==> config.mk <==
export PLATFORM = sky130hd
export DESIGN_NAME = fetch_stage
export DESIGN_NICKNAME = d
export VERILOG_FILES = /design/src/rtl/ctrl_pkg.sv /design/src/rtl/fetch_buf.sv /design/src/rtl/fetch_stage.sv
export SDC_FILE = /design/constraint.sdc
export NUM_CORES = 1
export LEC_CHECK = 0
export CORE_MARGIN = 2
export CORE_UTILIZATION = 55
export DETAILED_ROUTE_END_ITERATION = 8
export PLACE_DENSITY = 0.92
export SYNTH_ARGS = -nofsm -noshare
export SYNTH_HDL_FRONTEND = slang
export SYNTH_SLANG_ARGS = --single-unit
==> constraint.sdc <==
create_clock -name clk -period 7.7 [get_ports clk]
set_input_delay 1.54 -clock clk [delete_from_list [all_inputs] [get_ports clk]]
set_output_delay 1.54 -clock clk [all_outputs]
set_load 0.01 [all_outputs]
==> src/rtl/ctrl_pkg.sv <==
// rtl/ctrl_pkg.sv - shared instruction-format constants and helpers for the fetch/decode front end
package ctrl_pkg;

  localparam int INSTR_W = 16;
  localparam int OPC_MSB = 15;
  localparam int OPC_LSB = 11;

  localparam logic [4:0] OPC_HALT = 5'b00000;
  localparam logic [4:0] OPC_NOP  = 5'b00001;

  function automatic logic [4:0] opcode_of(input logic [INSTR_W-1:0] instr);
    return instr[OPC_MSB:OPC_LSB];
  endfunction

  function automatic logic is_halt(input logic [INSTR_W-1:0] instr);
    return opcode_of(instr) == OPC_HALT;
  endfunction

endpackage

==> src/rtl/fetch_buf.sv <==
// rtl/fetch_buf.sv - 2-entry FIFO of {instr, pc} between instruction memory and decode
module fetch_buf
  import ctrl_pkg::*;
#(
  parameter int W = INSTR_W
) (
  input  logic         clk,
  input  logic         rst_n,
  input  logic         push,
  input  logic         pop,
  input  logic         flush,
  input  logic [W-1:0] push_instr,
  input  logic [W-1:0] push_pc,
  output logic [1:0]   count,
  output logic [W-1:0] head_instr,
  output logic [W-1:0] head_pc
);

  logic [W-1:0] e0_instr, e0_pc, e1_instr, e1_pc;
  logic [1:0]   cnt;
  logic         pop_ok, push_ok;

  // Guard against under/overflow even though the issue logic never allows it.
  assign pop_ok  = pop & (cnt != 2'd0);
  assign push_ok = push & ((cnt != 2'd2) | pop_ok);

  always_ff @(posedge clk or negedge rst_n) begin
    if (!rst_n) begin
      cnt      <= 2'd0;
      e0_instr <= '0;
      e0_pc    <= '0;
      e1_instr <= '0;
      e1_pc    <= '0;
    end else if (flush) begin
      cnt <= 2'd0;
    end else begin
      case ({push_ok, pop_ok})
        2'b10: begin
          if (cnt == 2'd0) begin
            e0_instr <= push_instr;
            e0_pc    <= push_pc;
          end else begin
            e1_instr <= push_instr;
            e1_pc    <= push_pc;
          end
          cnt <= cnt + 2'd1;
        end
        2'b01: begin
          e0_instr <= e1_instr;
          e0_pc    <= e1_pc;
          cnt      <= cnt - 2'd1;
        end
        2'b11: begin
          // Simultaneous push/pop: head advances, new word lands behind it.
          if (cnt == 2'd1) begin
            e0_instr <= push_instr;
            e0_pc    <= push_pc;
          end else begin
            e0_instr <= e1_instr;
            e0_pc    <= e1_pc;
            e1_instr <= push_instr;
            e1_pc    <= push_pc;
          end
        end
        default: begin
        end
      endcase
    end
  end

  assign count      = cnt;
  assign head_instr = e0_instr;
  assign head_pc    = e0_pc;

endmodule

==> src/rtl/fetch_stage.sv <==
// rtl/fetch_stage.sv - instruction fetch front end: PC, imem issue, redirect/discard and halt tracking
module fetch_stage
  import ctrl_pkg::*;
#(
  parameter int              DATA_W   = 16,
  parameter logic [DATA_W-1:0] RESET_PC = 16'h0000
) (
  input  logic              clk,
  input  logic              rst_n,
  output logic              imem_req,
  output logic [DATA_W-1:0] imem_addr,
  input  logic              imem_gnt,
  input  logic              imem_rvalid,
  input  logic [DATA_W-1:0] imem_rdata,
  input  logic              redirect,
  input  logic [DATA_W-1:0] redirect_pc,
  input  logic              stall,
  output logic              if_valid,
  output logic [DATA_W-1:0] if_instr,
  output logic [DATA_W-1:0] if_pc,
  output logic [DATA_W-1:0] if_pc_plus2,
  output logic              halted
);

  logic [DATA_W-1:0] pc, req_pc;
  logic              outstanding, discard, halt_seen, halted_q;
  logic [1:0]        count;
  logic [DATA_W-1:0] head_instr, head_pc;
  logic              pop, flush, push, grant;
  logic [2:0]        occ;

  assign if_valid = (count != 2'd0) & ~halted_q;
  assign pop      = if_valid & ~stall;
  assign flush    = redirect & ~halted_q;

  // Slots already committed (queued + in flight) after this cycle's pop.
  assign occ = {1'b0, count} + {2'b00, outstanding} - {2'b00, pop};

  assign imem_req = rst_n & ~redirect & ~halt_seen & ~halted_q
                  & (~outstanding | imem_rvalid) & (occ < 3'd2);
  assign imem_addr = pc;
  assign grant     = imem_req & imem_gnt;
  assign push      = imem_rvalid & ~discard & ~flush;

  fetch_buf #(.W(DATA_W)) u_buf (
    .clk        (clk),
    .rst_n      (rst_n),
    .push       (push),
    .pop        (pop),
    .flush      (flush),
    .push_instr (imem_rdata),
    .push_pc    (req_pc),
    .count      (count),
    .head_instr (head_instr),
    .head_pc    (head_pc)
  );

  always_ff @(posedge clk or negedge rst_n) begin
    if (!rst_n) begin
      pc          <= RESET_PC;
      req_pc      <= '0;
      outstanding <= 1'b0;
      discard     <= 1'b0;
      halt_seen   <= 1'b0;
      halted_q    <= 1'b0;
    end else begin
      if (flush) begin
        pc <= redirect_pc;
      end else if (grant) begin
        pc <= pc + DATA_W'(2);
      end

      if (grant) begin
        req_pc <= pc;
      end

      if (grant) begin
        outstanding <= 1'b1;
      end else if (imem_rvalid) begin
        outstanding <= 1'b0;
      end

      // A response still in flight at redirect belongs to the old path.
      if (flush) begin
        discard <= outstanding & ~imem_rvalid;
      end else if (imem_rvalid & discard) begin
        discard <= 1'b0;
      end

      if (flush) begin
        halt_seen <= 1'b0;
      end else if (push & is_halt(imem_rdata)) begin
        halt_seen <= 1'b1;
      end

      if (pop & is_halt(head_instr)) begin
        halted_q <= 1'b1;
      end
    end
  end

  assign if_instr    = head_instr;
  assign if_pc       = head_pc;
  assign if_pc_plus2 = head_pc + DATA_W'(2);
  assign halted      = halted_q;

endmodule

==> flow_summary.yaml <==
outcome:
  status: "finished clean"
timing:
  finalSetupViolations: 0
  post-route-period-util: 0.772
  max_slew_margin: 0.298
  finalWorstPathRequiredPeriod_ns: 5.94
  finalHoldViolCount: 0
  worst_pin_slew_ns: 1.05
  finalMaxSlewViolations: 0
  fmax_mhz: 168
  hold_slack_ns: 0.497
  skew_ns: 0.0100
  tns_ns: 0
  rsz0062_at_grt: "false"
finish:
  drive_gt1_frac: 0.118
  post-route-util: 0.707
  syn2layout_area_growth_pct: 25.7
  fin_nets: 600
  diodes: 0
cts:
  cts_buffers: 9
  cts-root-buf: "clkbuf_8"
  clock_sink_count: 102
  clockBufferDepth: 2
  htree_levels: 3
  path_clk_slew_ns: 0.09
  cts_resized: 0
  clkLatencyLatePin_ns: 0.36
  cts_tree: "built"
  cts_hold_buf: 0
  post_cts_buffers: 0
synthesis:
  synth_compound_area_frac: 0.0786
  synthesis.area_sq_um: 4850
  synthMuxAreaShare: 0.142
  synthFlopType: "dfrtp_1"
  synth_xor_area_frac: 0.0451
  yosys.area_share.simple: 0.155
  synth_nets: 505
  ys_seq_area_frac: 0.526
  async_flop_share: 1.00
  avgSynthCellArea_sq_um: 10.6
  yosysUniqueCellTypes: 49
  ys_ff_latch: 102
  syn_inst: 460
  synth-edff-count: 0
  synth_top_family_by_area: "simple AND/OR/NAND/NOR gates"
  synth_fa_ha_area_frac: 0.0196
  ys_warn_count: 0
critical_path:
  r2r-start: "u_buf.count[1]"
  cp-end-kind: "primary output"
  critical_path_class: "in2out"
  worstPathRequired_ns: 6.16
  crit_fanout: 9
  startpoint: "stall"
  r2r_end: "imem_addr[3]"
  crit_path_start_kind: "primary input"
  rrSetupSlack_ns: 4.00
  cp.arrival_ns: 4.40
  reg2reg_depth: 12
min_path:
  hold_path_class: "reg2reg"
  hold_start: "u_buf.head_instr[1]"
  hold_depth: 2
  min_to: "u_buf.head_instr[1]"
routing:
  ant_nets: 0
  drt-pass1-iter-count: 4
  post_drt_wl_per_cell_um: 15.4
  via_per_inst: 5.52
  finalWirelength_um: 10300
  drt_iter0_markers: 182
  post-route-drc-count: 0
  vias: 3687
global_routing:
  grt_first_pass_wirelength_um: 18000
  grt_pass1_vias: 3727
  grt_max_degree: 65
  grt_util_all_layers: 0.230
  grt_antenna_before_repair: 0
  gr-total-overflow: 0
power:
  share_seq_of_total_power: 0.427
  clockPowerShare: 0.134
  power_leakage_uw: 0.00260
  switchingPower_uw: 880
  p_int_uw: 1450
  combPwrFrac: 0.439
  power.density_nw_per_um2: 382
  switching_share: 0.377
  vdd.ir_drop.worst_mv: 0.184
floorplanning:
  io_pins: 105
  die_x_um: 98.0
  initial_core_util: 0.562
  design.core.area_sq_um: 8640
  die_area_sq_um: 9590
  placementRows: 34
  die_h_um: 98.0
place:
  gp_congestion: 0.837
  port-buffer-count: 104
  hpwl_um: 7330
flow_run:
  drv_cap: 0
[layer usage]
metal  part of all wire  global-route usage
met5                  0                   0
met4              0.010              0.0673
met3              0.049              0.0444
met2               0.50               0.376
met1               0.44               0.315
[cells in the mapped netlist, types with 2 or more instances]
cell      instances  share of area
nand4_1           8          0.010
xnor2_1          15          0.027
and2_1            2         0.0026
mux2_2           32          0.074
a211oi_1          2         0.0031
nand2_1         107          0.083
o21ai_0          15          0.015
dfrtp_1         102           0.53
nor3_1            5         0.0052
inv_1             6         0.0046
xor2_1           10          0.018
buf_6             4         0.0093
nand2b_1          4         0.0052
or2_2             2         0.0026
ha_1              6          0.015
buf_4             5         0.0077
a21oi_1           7         0.0072
and3_1            3         0.0039
o21ai_1          31          0.032
nor2_1           15          0.012
clkbuf_1         12         0.0093
mux2i_1          33          0.068
nand3_1           8         0.0082
[layout by cell type (no fill, tap or decap), types with 2 or more instances in the layout]
| cell | count |
|---|---|
| clkbuf_8 | 9 |
| nand2b_1 | 4 |
| nand3_1 | 8 |
| or2_2 | 2 |
| nand2_1 | 107 |
| and3_1 | 3 |
| clkdlybuf4s50_1 | 103 |
| nor2_1 | 15 |
| mux2_2 | 32 |
| o21ai_0 | 15 |
| nor3_1 | 5 |
| inv_6 | 3 |
| and2_1 | 2 |
| dfrtp_1 | 102 |
| xnor2_1 | 15 |
| ha_1 | 6 |
| inv_1 | 6 |
| buf_4 | 4 |
| o21ai_1 | 31 |
| xor2_1 | 10 |
| a21oi_1 | 7 |
| mux2i_1 | 33 |
| nand4_1 | 8 |
| clkinvlp_4 | 2 |
| a211oi_1 | 2 |
[layout make-up]
| type | instances | area (sq um) |
|---|---|---|
| clock buffers | 9 | 124 |
| clock inverters | 7 | 55.1 |
| fillers | 598 | 2530 |
| inverters | 7 | 26.3 |
| multi-input cells | 328 | 2150 |
| flip-flops and latches | 102 | 2550 |
| well taps | 108 | 135 |
| repair buffers | 107 | 1060 |
[power groups by stage]
stage / combinational [uW] / sequential [uW] / clock [uW]
finish: 1030 / 996 / 312
global route: 1130 / 1030 / 342
CTS: 1040 / 993 / 317
detailed placement: 1030 / 1000 / 0
global placement: 991 / 986 / 0
floorplan: 562 / 1000 / 0
[how the worst max path moves through the flow]
stage          endpoint  slack [ns]  cells past startpoint
2_1_floorplan  imem_req        3.03                      7
3_3_place_gp   imem_req        1.87                      9
3_5_place_dp   imem_req        1.76                      9
4_1_cts        imem_req        1.74                      9
5_1_grt        imem_req        1.59                      9
6_report       imem_req        1.76                      9
[stage by stage]
| stage | power [uW] | instance area [sq um] | instances | setup WS (ns) |
|---|---|---|---|---|
| 3_5_place_dp | 2030 | 5920 | 652 | 1.76 |
| 6_report | 2330 | 6100 | 668 | 1.76 |
| 3_3_place_gp | 1980 | 5920 | 652 | 1.87 |
| 5_1_grt | 2500 | 6100 | 668 | 1.59 |
| 2_1_floorplan | 1560 | 4850 | 460 | 3.03 |
| 4_1_cts | 2350 | 6100 | 668 | 1.74 |
[registers in the layout (all words and copies together), names as in the netlist]
signal	cells
imem_addr	16
req_pc	16
u_buf.e1_instr	16
u_buf.e1_pc	16
u_buf.head_instr	16
u_buf.head_pc	16
u_buf.count	2
discard	1
halt_seen	1
halted	1
outstanding	1
[kinds of logic (layout without fill, tap and decap cells)]
| group | after synthesis | in the layout |
|---|---|---|
| buffers and inverters | 30 | 130 |
| and+or+nand+nor | 165 | 165 |
| muxes | 65 | 65 |
| DFF | 102 | 102 |
| adders and majority gates | 7 | 7 |
| xor gates and xnor gates | 25 | 25 |
| AOI/OAI and AO/OA | 66 | 66 |
[critical path: stages]
cell             delay, ns
clkdlybuf4s50_1       0.44
nor3_4                0.36
ha_1                  0.32
nand2b_1              0.16
fa_1                  0.39
xnor2_1               0.18
nand4_2               0.25
inv_2                 0.20
clkdlybuf4s50_1       0.56
Note: power is estimated with default switching activity, not from simulation.
